`src/rtl/ldtu_rx_pkg.sv`:
```
`timescale 1ns/1ps
// Shared types and helpers for the DTU serial receive path.
// Latency: n/a (declarations only).
// Backpressure: n/a.
package ldtu_rx_pkg;

  localparam int NBITS_DEF = 32;

  typedef enum logic [1:0] {
    HUNT   = 2'd0,
    VERIFY = 2'd1,
    LOCKED = 2'd2
  } alignState_t;

  // Increment that sticks at the all-ones value of a 'width'-bit counter.
  function automatic logic [31:0] satInc(input logic [31:0] val, input int width);
    logic [31:0] maxVal;
    maxVal = (width >= 32) ? 32'hFFFF_FFFF : ((32'd1 << width) - 32'd1);
    return (val >= maxVal) ? val : val + 32'd1;
  endfunction

endpackage

```
`src/rtl/ser_shift_match.sv`:
```
`timescale 1ns/1ps
// Serial-to-parallel window: shift register, fill counter and pattern comparator.
// Latency: nxtWord/patMatch are combinational on the bit being sampled this cycle.
// Backpressure: none; one bit is accepted on every CLK_SRL edge.
module ser_shift_match
  import ldtu_rx_pkg::*;
#(
  parameter int NBITS = NBITS_DEF
) (
  input  logic             CLK_SRL,
  input  logic             rst,
  input  logic             serialIn,
  input  logic             fillClear,
  input  logic [NBITS-1:0] synchPattern,
  output logic [NBITS-1:0] nxtWord,
  output logic             fillFull,
  output logic             patMatch
);
  localparam int FW = $clog2(NBITS);
  localparam logic [FW-1:0] FILL_MAX = FW'(NBITS - 1);

  logic [NBITS-1:0] shiftReg;
  logic [FW-1:0]    fillCnt;

  // The window as it will look after this edge: the comparator sees the full word
  // on the same cycle its last bit arrives.
  assign nxtWord  = {shiftReg[NBITS-2:0], serialIn};
  assign fillFull = (fillCnt == FILL_MAX);
  assign patMatch = (nxtWord == synchPattern);

  // Shift every cycle; count received bits until the window holds a whole word.
  always_ff @(posedge CLK_SRL or posedge rst) begin
    if (rst) begin
      shiftReg <= '0;
      fillCnt  <= '0;
    end else begin
      shiftReg <= nxtWord;
      if (fillClear)
        fillCnt <= '0;
      else if (!fillFull)
        fillCnt <= fillCnt + FW'(1);
    end
  end

endmodule

```
`src/rtl/ser_frame_aligner.sv`:
```
`timescale 1ns/1ps
// Per-lane DTU receive aligner: hunts the synch pattern, confirms word alignment, emits aligned words.
// Latency: word_valid rises one CLK_SRL cycle after the last bit of a word is sampled.
// Backpressure: none; the serial line cannot stall, so every aligned word is strobed once.
module ser_frame_aligner
  import ldtu_rx_pkg::*;
#(
  parameter int NBITS      = NBITS_DEF,
  parameter int LOCK_COUNT = 4,
  parameter int CNT_W      = 16
) (
  input  logic             CLK_SRL,
  input  logic             rst,
  input  logic             enable,
  input  logic             realign,
  input  logic             serial_in,
  input  logic [NBITS-1:0] synch_pattern,
  output logic [NBITS-1:0] word_out,
  output logic             word_valid,
  output logic             locked,
  output logic             is_pattern,
  output logic [CNT_W-1:0] word_count,
  output logic [CNT_W-1:0] lock_losses
);
  localparam int BW = $clog2(NBITS);
  localparam logic [BW-1:0] LAST_BIT = BW'(NBITS - 1);
  localparam logic [3:0]    LOCK_N   = 4'(LOCK_COUNT);

  alignState_t      state, nextState;
  logic [BW-1:0]    bitCnt;
  logic [3:0]       matchCnt;
  logic [NBITS-1:0] nxtWord;
  logic             fillFull, patMatch, fillClear;
  logic             exitReq, atBoundary, huntHit, verifyHit;
  logic             emitWord, leaveLocked, toHunt;

  ser_shift_match #(.NBITS(NBITS)) uShift (
    .CLK_SRL      (CLK_SRL),
    .rst          (rst),
    .serialIn     (serial_in),
    .fillClear    (fillClear),
    .synchPattern (synch_pattern),
    .nxtWord      (nxtWord),
    .fillFull     (fillFull),
    .patMatch     (patMatch)
  );

  assign locked = (state == LOCKED);

  // Next-state decode; an exit request always beats a match or a word boundary.
  always_comb begin
    nextState   = state;
    exitReq     = realign || !enable;
    atBoundary  = (bitCnt == LAST_BIT);
    huntHit     = 1'b0;
    verifyHit   = 1'b0;
    emitWord    = 1'b0;
    leaveLocked = 1'b0;
    case (state)
      HUNT: begin
        // realign has no meaning here; only enable gates the hunt.
        if (enable && fillFull && patMatch) begin
          huntHit   = 1'b1;
          nextState = (LOCK_COUNT == 1) ? LOCKED : VERIFY;
        end
      end
      VERIFY: begin
        if (exitReq)
          nextState = HUNT;
        else if (atBoundary) begin
          if (patMatch) begin
            verifyHit = 1'b1;
            if (matchCnt + 4'd1 >= LOCK_N)
              nextState = LOCKED;
          end else
            nextState = HUNT;
        end
      end
      LOCKED: begin
        if (exitReq) begin
          leaveLocked = 1'b1;
          nextState   = HUNT;
        end else
          emitWord = atBoundary;
      end
      default: nextState = HUNT;
    endcase
    toHunt    = (state != HUNT) && (nextState == HUNT);
    // Entering HUNT restarts the fill so a fresh whole word is needed before matching.
    fillClear = toHunt || !enable;
  end

  // State register.
  always_ff @(posedge CLK_SRL or posedge rst) begin
    if (rst)
      state <= HUNT;
    else
      state <= nextState;
  end

  // Word-phase counter (anchored on the first hit) and consecutive-match counter.
  always_ff @(posedge CLK_SRL or posedge rst) begin
    if (rst) begin
      bitCnt   <= '0;
      matchCnt <= '0;
    end else if (huntHit) begin
      bitCnt   <= '0;
      matchCnt <= 4'd1;
    end else if (nextState == HUNT) begin
      bitCnt   <= '0;
      matchCnt <= '0;
    end else begin
      bitCnt <= atBoundary ? '0 : bitCnt + BW'(1);
      if (verifyHit)
        matchCnt <= matchCnt + 4'd1;
    end
  end

  // Aligned word output and saturating statistics.
  always_ff @(posedge CLK_SRL or posedge rst) begin
    if (rst) begin
      word_out    <= '0;
      word_valid  <= 1'b0;
      is_pattern  <= 1'b0;
      word_count  <= '0;
      lock_losses <= '0;
    end else begin
      word_valid <= emitWord;
      if (!enable) begin
        word_out   <= '0;
        is_pattern <= 1'b0;
      end else if (emitWord) begin
        word_out   <= nxtWord;
        is_pattern <= patMatch;
      end
      if (exitReq)
        word_count <= '0;
      else if (emitWord)
        word_count <= CNT_W'(satInc(32'(word_count), CNT_W));
      if (leaveLocked)
        lock_losses <= CNT_W'(satInc(32'(lock_losses), CNT_W));
    end
  end

endmodule

```
`config.mk`:
```
export PLATFORM = sky130hd
export DESIGN_NAME = ser_frame_aligner
export DESIGN_NICKNAME = d
export VERILOG_FILES = /design/src/rtl/ldtu_rx_pkg.sv /design/src/rtl/ser_shift_match.sv /design/src/rtl/ser_frame_aligner.sv
export SDC_FILE = /design/constraint.sdc
export NUM_CORES = 1
export LEC_CHECK = 0
export CAP_MARGIN = 20
export CORE_MARGIN = 2
export CORE_UTILIZATION = 23
export DETAILED_ROUTE_END_ITERATION = 7
export MAX_ROUTING_LAYER = met4
export SLEW_MARGIN = 40
export SYNTH_ARGS = -nofsm -noshare
export SYNTH_HDL_FRONTEND = slang
export SYNTH_SLANG_ARGS = --single-unit
```
`constraint.sdc`:
```
create_clock -name CLK_SRL -period 10.84 [get_ports CLK_SRL]
set_clock_uncertainty 0.2 [all_clocks]
set_input_delay 2.168 -clock CLK_SRL [delete_from_list [all_inputs] [get_ports CLK_SRL]]
set_output_delay 2.168 -clock CLK_SRL [all_outputs]
set_load 0.02 [all_outputs]
```
==> results of run 1 <==
logic make-up after synthesis:
| kind of cell | synth area share |
|---|---|
| buf+inv | 0.0241 |
| mux | 0.0146 |
| simple gates | 0.182 |
| xor+xnor | 0.107 |
| fa+ha+maj | 0.0176 |
| flops | 0.568 |
| compound gates | 0.0867 |
through the flow:
| stage | hold slack, ns | cell area, um^2 | instances | setup WS, ns |
|---|---|---|---|---|
| after CTS | 0.226 | 6930 | 865 | 6.06 |
| after global routing | 0.237 | 6930 | 865 | 5.88 |
| after detailed placement | 0.208 | 6310 | 833 | 5.63 |
| after floorplan | 0.192 | 4980 | 466 | 5.48 |
| after global placement | 0.206 | 6310 | 833 | 5.68 |
| final | 0.221 | 6930 | 865 | 6.09 |
power by group:
group,switching (uW),leakage (uW),internal (uW)
combinational,20.0,0.00101,20.6
clock,203,0.000302,371
sequential,7.80,0.00150,429
total,231,0.00281,820
sequential cells by signal, indices dropped and copies added, names as in the netlist:
| signal | flops |
|---|---|
| bitCnt | 5 |
| is_pattern | 1 |
| lock_losses | 16 |
| matchCnt | 4 |
| state | 2 |
| uShift.fillCnt | 5 |
| uShift.shiftReg | 31 |
| word_count | 16 |
| word_out | 32 |
| word_valid | 1 |
metal layers:
layer | routed length, um | vias to the layer above | global-route usage
met5 | 0 | - | -
met4 | 212 | 0 | 0.0407
met3 | 439 | 14 | 0.0307
met2 | 6210 | 66 | 0.188
met1 | 5450 | 1786 | 0.141
li1 | - | 1808 | -
final cells by class:
type,count,area share
clock inverter,14,0.0256
sequential,113,0.408
timing repair buffer,106,0.152
inverter,14,0.00794
multi-input combinational,325,0.293
tap,275,0.0496
clock buffer,18,0.0633
worst max-delay path, cell delays in order:
cell and delay [ns]:
clkdlybuf4s50_1 0.45, buf_4 0.33, and4bb_2 0.32, nand2_2 0.42
a2111o_1 0.66, or3_1 0.34, a21oi_1 0.15
worst paths after layout:
| check | start | cells past startpoint | slack, ns | to |
|---|---|---|---|---|
| min in group asynchronous | rst | 2 | 1.96 | lock_losses[4]$_DFFE_PP0P_ |
| min | uShift.shiftReg[24]$_DFF_PP0_ | 0 | 0.22 | uShift.shiftReg[25]$_DFF_PP0_ |
| min reg2reg | uShift.shiftReg[24]$_DFF_PP0_ | 0 | 0.22 | uShift.shiftReg[25]$_DFF_PP0_ |
| max reg2reg | bitCnt[0]$_DFF_PP0_ | 10 | 7.97 | word_count[4]$_DFFE_PP0P_ |
| max in group asynchronous | rst | 3 | 7.42 | bitCnt[4]$_DFF_PP0_ |
| max | enable | 7 | 6.09 | word_count[12]$_DFFE_PP0P_ |
placed cells by master, fill, tap and decap left out, types with 5 or more instances in the layout:
cell type / instances
dfrtp_1: 113
xor2_1: 39
o21ai_0: 8
nor3_1: 9
xnor2_1: 22
a21oi_1: 9
inv_1: 12
nor4_1: 10
or3_1: 6
ha_1: 7
nand4_1: 9
clkdlybuf4s50_1: 103
nand2_1: 86
clkbuf_16: 17
mux2i_1: 5
a21boi_0: 33
nand3_1: 12
nor2_1: 25
==> qor.yml, run 1 <==
post_drt_wl_per_cell_um: 14.2
grt_use_total: 0.116
grt_pass1_vias: 3698
wirelength_um: 12300
netlist_instances: 466
cp-end-kind: "register"
dr_total_vias: 3674
synth_ff_type: "dfrtp_1"
syn-num-nets: 510
cts-htree-levels: 4
drtIter0Drc: 262
clock_path_buffers: 2
synth_edf_count: 0
outcome: "complete, no violations"
gp_congestion: 0.762
maxSlewHeadroom: 0.480
yosysWarnings: 0
cp_max_fo: 41
yosysTopAreaCell: "dfrtp_1"
fmax_ghz: 0.211
synthArstFlopShare: 1.00
syn_to_final_growth_pct: 39.3
arrival_ns: 4.87
power_leakage_uw: 0.00281
hold_viol: 0
nFillCells: 2145
synth_top_area_share: 0.568
die_width_um: 151
power_uw: 1050
drcViolationCount: 0
max-cap-violations: 0
cts_tree: "built"
io_pins: 104
ctsHoldBuffers: 0
firstDrtPassIters: 4
clkLatencyLatePin_ns: 0.41
grt_pass1_wl_um: 19700
hold_class: "reg -> reg"
grt_max_degree: 74
min_period_ns: 4.75
ir_drop_mv: 0.0754
critPathKind: "in -> reg"
gr-total-overflow: 0
dpl.hpwl_um: 8730
drv_slew: 0
syn_area_per_cell_um2: 10.7
setup-tns-final_ns: 0
setup_viol: 0
finalCritPeriodShare: 0.438
multiInputGateArea_um2: 2030
ant_nets: 0
fp.dieH_um: 151
ys_ff_latch: 113
seqCellArea_um2: 2830
cts_setup_buffers: 0
antenna_found_initial: 0
place.port_buffers: 103
nNetsFinal: 621
tightest_slew_ns: 0.775
critPathLaunchType: "primary input"
fin_util: 0.328
cts_root_buffer: "clkbuf_16"
clock_sinks: 113
ys_types: 44
powerDensity_nw_per_um2: 152
cts-buffers-inserted: 17
yosys.cell_count.top_type: "dfrtp_1"
dieArea_um2: 22800
rows: 53
synth_area_um2: 4980
path_clk_slew_ns: 0.06
synthTopCellsByCount: "dfrtp_1, nand2_1, xor2_1, a21boi_0, nor2_1"
ctsResizeCount: 0
yosysSeqAreaShare: 0.568
routed_via_density: 4.25
core_um2: 21200
start_util: 0.235
synth_area_leaders: "dfrtp_1, xor2_1, nand2_1"
grt_setup_unrepaired: "false"
cp.required_ns: 10.96
drive_above_1_share: 0.0763
diodes: 0
Note: power is estimated with default switching activity, not from simulation.
==> inputs of run 2 (changes only) <==
==> constraint.sdc (replaced) <==
create_clock -name CLK_SRL -period 4.55 [get_ports CLK_SRL]
set_clock_uncertainty 0.2 [all_clocks]
set_input_delay 0.91 -clock CLK_SRL [delete_from_list [all_inputs] [get_ports CLK_SRL]]
set_output_delay 0.91 -clock CLK_SRL [all_outputs]
set_load 0.02 [all_outputs]
==> qor.yml, run 2 (same netlist as run 1, synthesis figures left out) <==
ant_nets: 0
ir_drop_mv: 0.134
largest_reg_flops: 32
post_drt_wl_per_cell_um: 14.3
cp_max_fo: 18
gp_congestion: 0.769
wirelength_um: 12400
max-cap-violations: 0
critPathKind: "in -> reg"
nFillCells: 2155
setup-tns-final_ns: 0
tightest_slew_ns: 0.719
power_uw: 2460
cts_tree: "built"
syn_to_final_growth_pct: 39.3
ctsHoldBuffers: 0
drv_slew: 0
firstDrtPassIters: 4
cts-buffers-inserted: 17
largestRegisters: "word_out: 32 flops, uShift.shiftReg: 31 flops"
dpl.hpwl_um: 8930
drtIter0Drc: 123
min_period_ns: 3.25
outcome: "complete, no violations"
hold_viol: 0
maxSlewHeadroom: 0.518
clock_sinks: 113
cts-htree-levels: 4
io_pins: 104
cp-end-kind: "register"
start_util: 0.235
grt_pass1_wl_um: 20000
place.port_buffers: 103
diodes: 0
grt_use_total: 0.120
rows: 53
routed_via_density: 4.23
fp.dieH_um: 151
finalCritPeriodShare: 0.715
dieArea_um2: 22800
clock_path_buffers: 2
powerDensity_nw_per_um2: 355
core_um2: 21200
layout_common_cells: "dfrtp_1, clkdlybuf4s50_1, nand2_1"
cts_setup_buffers: 0
dr_total_vias: 3678
die_width_um: 151
drive_above_1_share: 0.0808
antenna_found_initial: 0
critPathLaunchType: "primary input"
cp.required_ns: 4.69
grt_setup_unrepaired: "false"
grt_pass1_vias: 3751
arrival_ns: 3.39
multiInputGateArea_um2: 2030
layout_commonest_cell: "dfrtp_1"
grt_max_degree: 56
gr-total-overflow: 0
setup_viol: 0
nNetsFinal: 625
cts_root_buffer: "clkbuf_16"
path_clk_slew_ns: 0.06
fmax_ghz: 0.307
seqCellArea_um2: 2830
largest_register: "word_out"
clkLatencyLatePin_ns: 0.41
ctsResizeCount: 0
hold_class: "reg -> reg"
drcViolationCount: 0
power_leakage_uw: 0.00281
## run 2: changes by cell type in the layout (fill, tap and decap cells not counted)
cell | previous run | this run
buf_4 | 2 | 7
clkinv_4 | 4 | 3
buf_6 | 1 | 0
nand2b_2 | 1 | 0
nand2b_1 | 3 | 4
bufinv_16 | 3 | 2
clkinvlp_4 | 1 | 3
## run 2: critical path: stages
cell and delay [ns]:
clkdlybuf4s50_1 0.86, and4bb_2 0.36, nand2_2 0.21, nor3_1 0.24, nand2_1 0.21, or3_2 0.45, a21oi_1 0.15
## run 2: final cells by class
cell class | instances | share of cell area
inverter | 14 | 0.00794
sequential | 113 | 0.408
clock buffer | 18 | 0.0633
multi-input combinational | 325 | 0.293
clock inverter | 14 | 0.0222
timing repair buffer | 110 | 0.156
tap | 275 | 0.0496
## run 2: per-layer routing
| layer | vias to the layer above | wire (um) | GRT usage | part of all wire |
|---|---|---|---|---|
| met2 | 53 | 6110 | 0.189 | 0.49 |
| li1 | 1813 | - | - | - |
| met1 | 1797 | 5730 | 0.148 | 0.46 |
| met4 | 0 | 218 | 0.0505 | 0.018 |
| met3 | 15 | 344 | 0.0286 | 0.028 |
| met5 | - | 0 | - | 0 |
## run 2: final timing paths
check                                              startpoint                             to  slack (ns)  cells after the start
worst max-delay path                                   enable      word_count[9]$_DFFE_PP0P_        1.30                      7
worst min-delay path            uShift.shiftReg[16]$_DFF_PP0_  uShift.shiftReg[17]$_DFF_PP0_        0.22                      0
worst max register to register            bitCnt[0]$_DFF_PP0_  uShift.fillCnt[1]$_DFFE_PP0P_        1.84                      9
worst min register to register  uShift.shiftReg[16]$_DFF_PP0_  uShift.shiftReg[17]$_DFF_PP0_        0.22                      0
max in group asynchronous                                 rst     word_count[13]$_DFFE_PP0P_        2.58                      3
min in group asynchronous                                 rst     lock_losses[9]$_DFFE_PP0P_        0.76                      2
## run 2: per-stage QoR
step	utilization	worst slack, ns	cells	instance area, um^2	hold slack [ns]
after detailed placement	0.300	0.817	837	6340	0.209
final	0.328	1.30	869	6930	0.223
after floorplan	-	0.453	466	4980	0.192
after global placement	0.300	0.841	837	6340	0.199
after CTS	0.328	1.28	869	6930	0.224
after global routing	0.328	1.10	869	6930	0.232
## run 2: power breakdown
| part | internal (uW) | leakage (uW) | switching (uW) |
|---|---|---|---|
| clock | 826 | 0.000284 | 494 |
| sequential | 1020 | 0.00150 | 17.8 |
| combinational | 50.6 | 0.00103 | 50.5 |
==> inputs of run 3 (changes only) <==
==> constraint.sdc (replaced) <==
create_clock -name CLK_SRL -period 3.27 [get_ports CLK_SRL]
set_clock_uncertainty 0.2 [all_clocks]
set_input_delay 0.654 -clock CLK_SRL [delete_from_list [all_inputs] [get_ports CLK_SRL]]
set_output_delay 0.654 -clock CLK_SRL [all_outputs]
set_load 0.02 [all_outputs]
==> qor.yml, run 3 (same netlist as run 1, synthesis figures left out) <==
arrival_ns: 2.87
power_leakage_uw: 0.00281
drtIter0Drc: 137
drcViolationCount: 0
largest_reg_flops: 32
drv_slew: 0
clock_path_buffers: 2
layout_common_cells: "dfrtp_1, clkdlybuf4s50_1, nand2_1"
largest_register: "word_out"
dr_wl_met2_um: 6130
syn_to_final_growth_pct: 39.7
gp_congestion: 0.794
core_um2: 21200
dr.max_layer_used: "met4"
rows: 53
setup-tns-final_ns: 0
cts_root_buffer: "clkbuf_16"
cts-buffers-inserted: 17
hold_path_depth: 0
cts_setup_buffers: 0
multiInputGateArea_um2: 2030
critPathLaunchType: "primary input"
clkLatencyLatePin_ns: 0.42
critPathKind: "in -> reg"
path_clk_slew_ns: 0.06
routed-wl-met3_um: 507
gr-total-overflow: 0
cts_tree: "built"
seqCellArea_um2: 2830
drive_above_1_share: 0.0793
worst-r2r-cell-count: 9
ant_nets: 0
wirelength_um: 12500
dieArea_um2: 22800
antenna_found_initial: 0
cp.required_ns: 3.34
routedLengthMet1_um: 5610
grt_pass1_wl_um: 20100
setup_viol: 0
ctsResizeCount: 0
startpoint: "serial_in"
grt_setup_unrepaired: "false"
fmax_ghz: 0.358
rrSetupSlack_ns: 0.60
powerDensity_nw_per_um2: 497
routed_via_density: 4.26
finalCritPeriodShare: 0.855
die_width_um: 151
place.port_buffers: 103
start_util: 0.235
ctsHoldBuffers: 0
min_period_ns: 2.80
ir_drop_mv: 0.192
maxSlewHeadroom: 0.575
cp-end-kind: "register"
layout_commonest_cell: "dfrtp_1"
largestRegisters: "word_out: 32 flops, uShift.shiftReg: 31 flops"
tightest_slew_ns: 0.633
grt_max_degree: 114
fp.dieH_um: 151
postLayoutSetupSlackWorst_ns: 0.475
dr_total_vias: 3700
nNetsFinal: 624
hold_class: "reg -> reg"
outcome: "complete, no violations"
post_drt_wl_per_cell_um: 14.4
rr_startpoint: "bitCnt[0]$_DFF_PP0_"
cts-htree-levels: 4
fin_util: 0.329
diodes: 0
hold_viol: 0
io_pins: 104
max-cap-violations: 0
hold_start: "uShift.shiftReg[22]$_DFF_PP0_"
firstDrtPassIters: 4
grt_use_total: 0.119
cp_max_fo: 6
dp_worst_setup_slack_ns: 0.0450
grt_pass1_vias: 3694
nFillCells: 2105
dpl.hpwl_um: 8640
clock_sinks: 113
==> run 3: final timing paths <==
check / end
worst max-delay path: matchCnt[3]$_DFFE_PP0P_
worst min-delay path: uShift.shiftReg[23]$_DFF_PP0_
worst max register to register: uShift.fillCnt[4]$_DFFE_PP0P_
worst min register to register: uShift.shiftReg[23]$_DFF_PP0_
max in group asynchronous: uShift.shiftReg[16]$_DFF_PP0_
min in group asynchronous: word_count[5]$_DFFE_PP0P_
==> run 3: report_power, final <==
part	internal, uW	switching, uW	leakage (uW)	total [uW]
Clock	1140	728	0.000288	1870
Combinational	70.5	68.1	0.00103	139
Sequential	1420	25.1	0.00150	1450
Total	2630	821	0.00281	3460
==> run 3: per-stage QoR <==
step	area (um^2)	total power (uW)	hold WS, ns	std cells
6_report	6960	3460	0.216	868
5_1_grt	6960	3570	0.223	868
4_1_cts	6960	3500	0.217	868
3_5_place_dp	6360	1610	0.206	836
3_3_place_gp	6360	1610	0.203	836
2_1_floorplan	4980	1530	0.192	466
==> run 3: layout make-up <==
class	instances	share of cell area
clock buffer	17	0.0612
timing repair buffer	109	0.158
inverter	14	0.00809
multi-input combinational	325	0.292
tap	275	0.0495
sequential	113	0.407
clock inverter	15	0.0245
==> run 3: critical path, stage by stage <==
cell,delay [ns]
clkdlybuf4s50_1,0.51
xor2_1,0.18
nor4_1,0.31
nand4_1,0.34
nor2_1,0.27
mux2i_1,0.47
nor3_1,0.12
==> run 3: layer usage <==
layer / GRT usage / vias to the layer above
met5: - / -
met2: 0.188 / 71
met4: 0.0463 / 0
met1: 0.147 / 1805
met3: 0.0313 / 15
li1: - / 1809
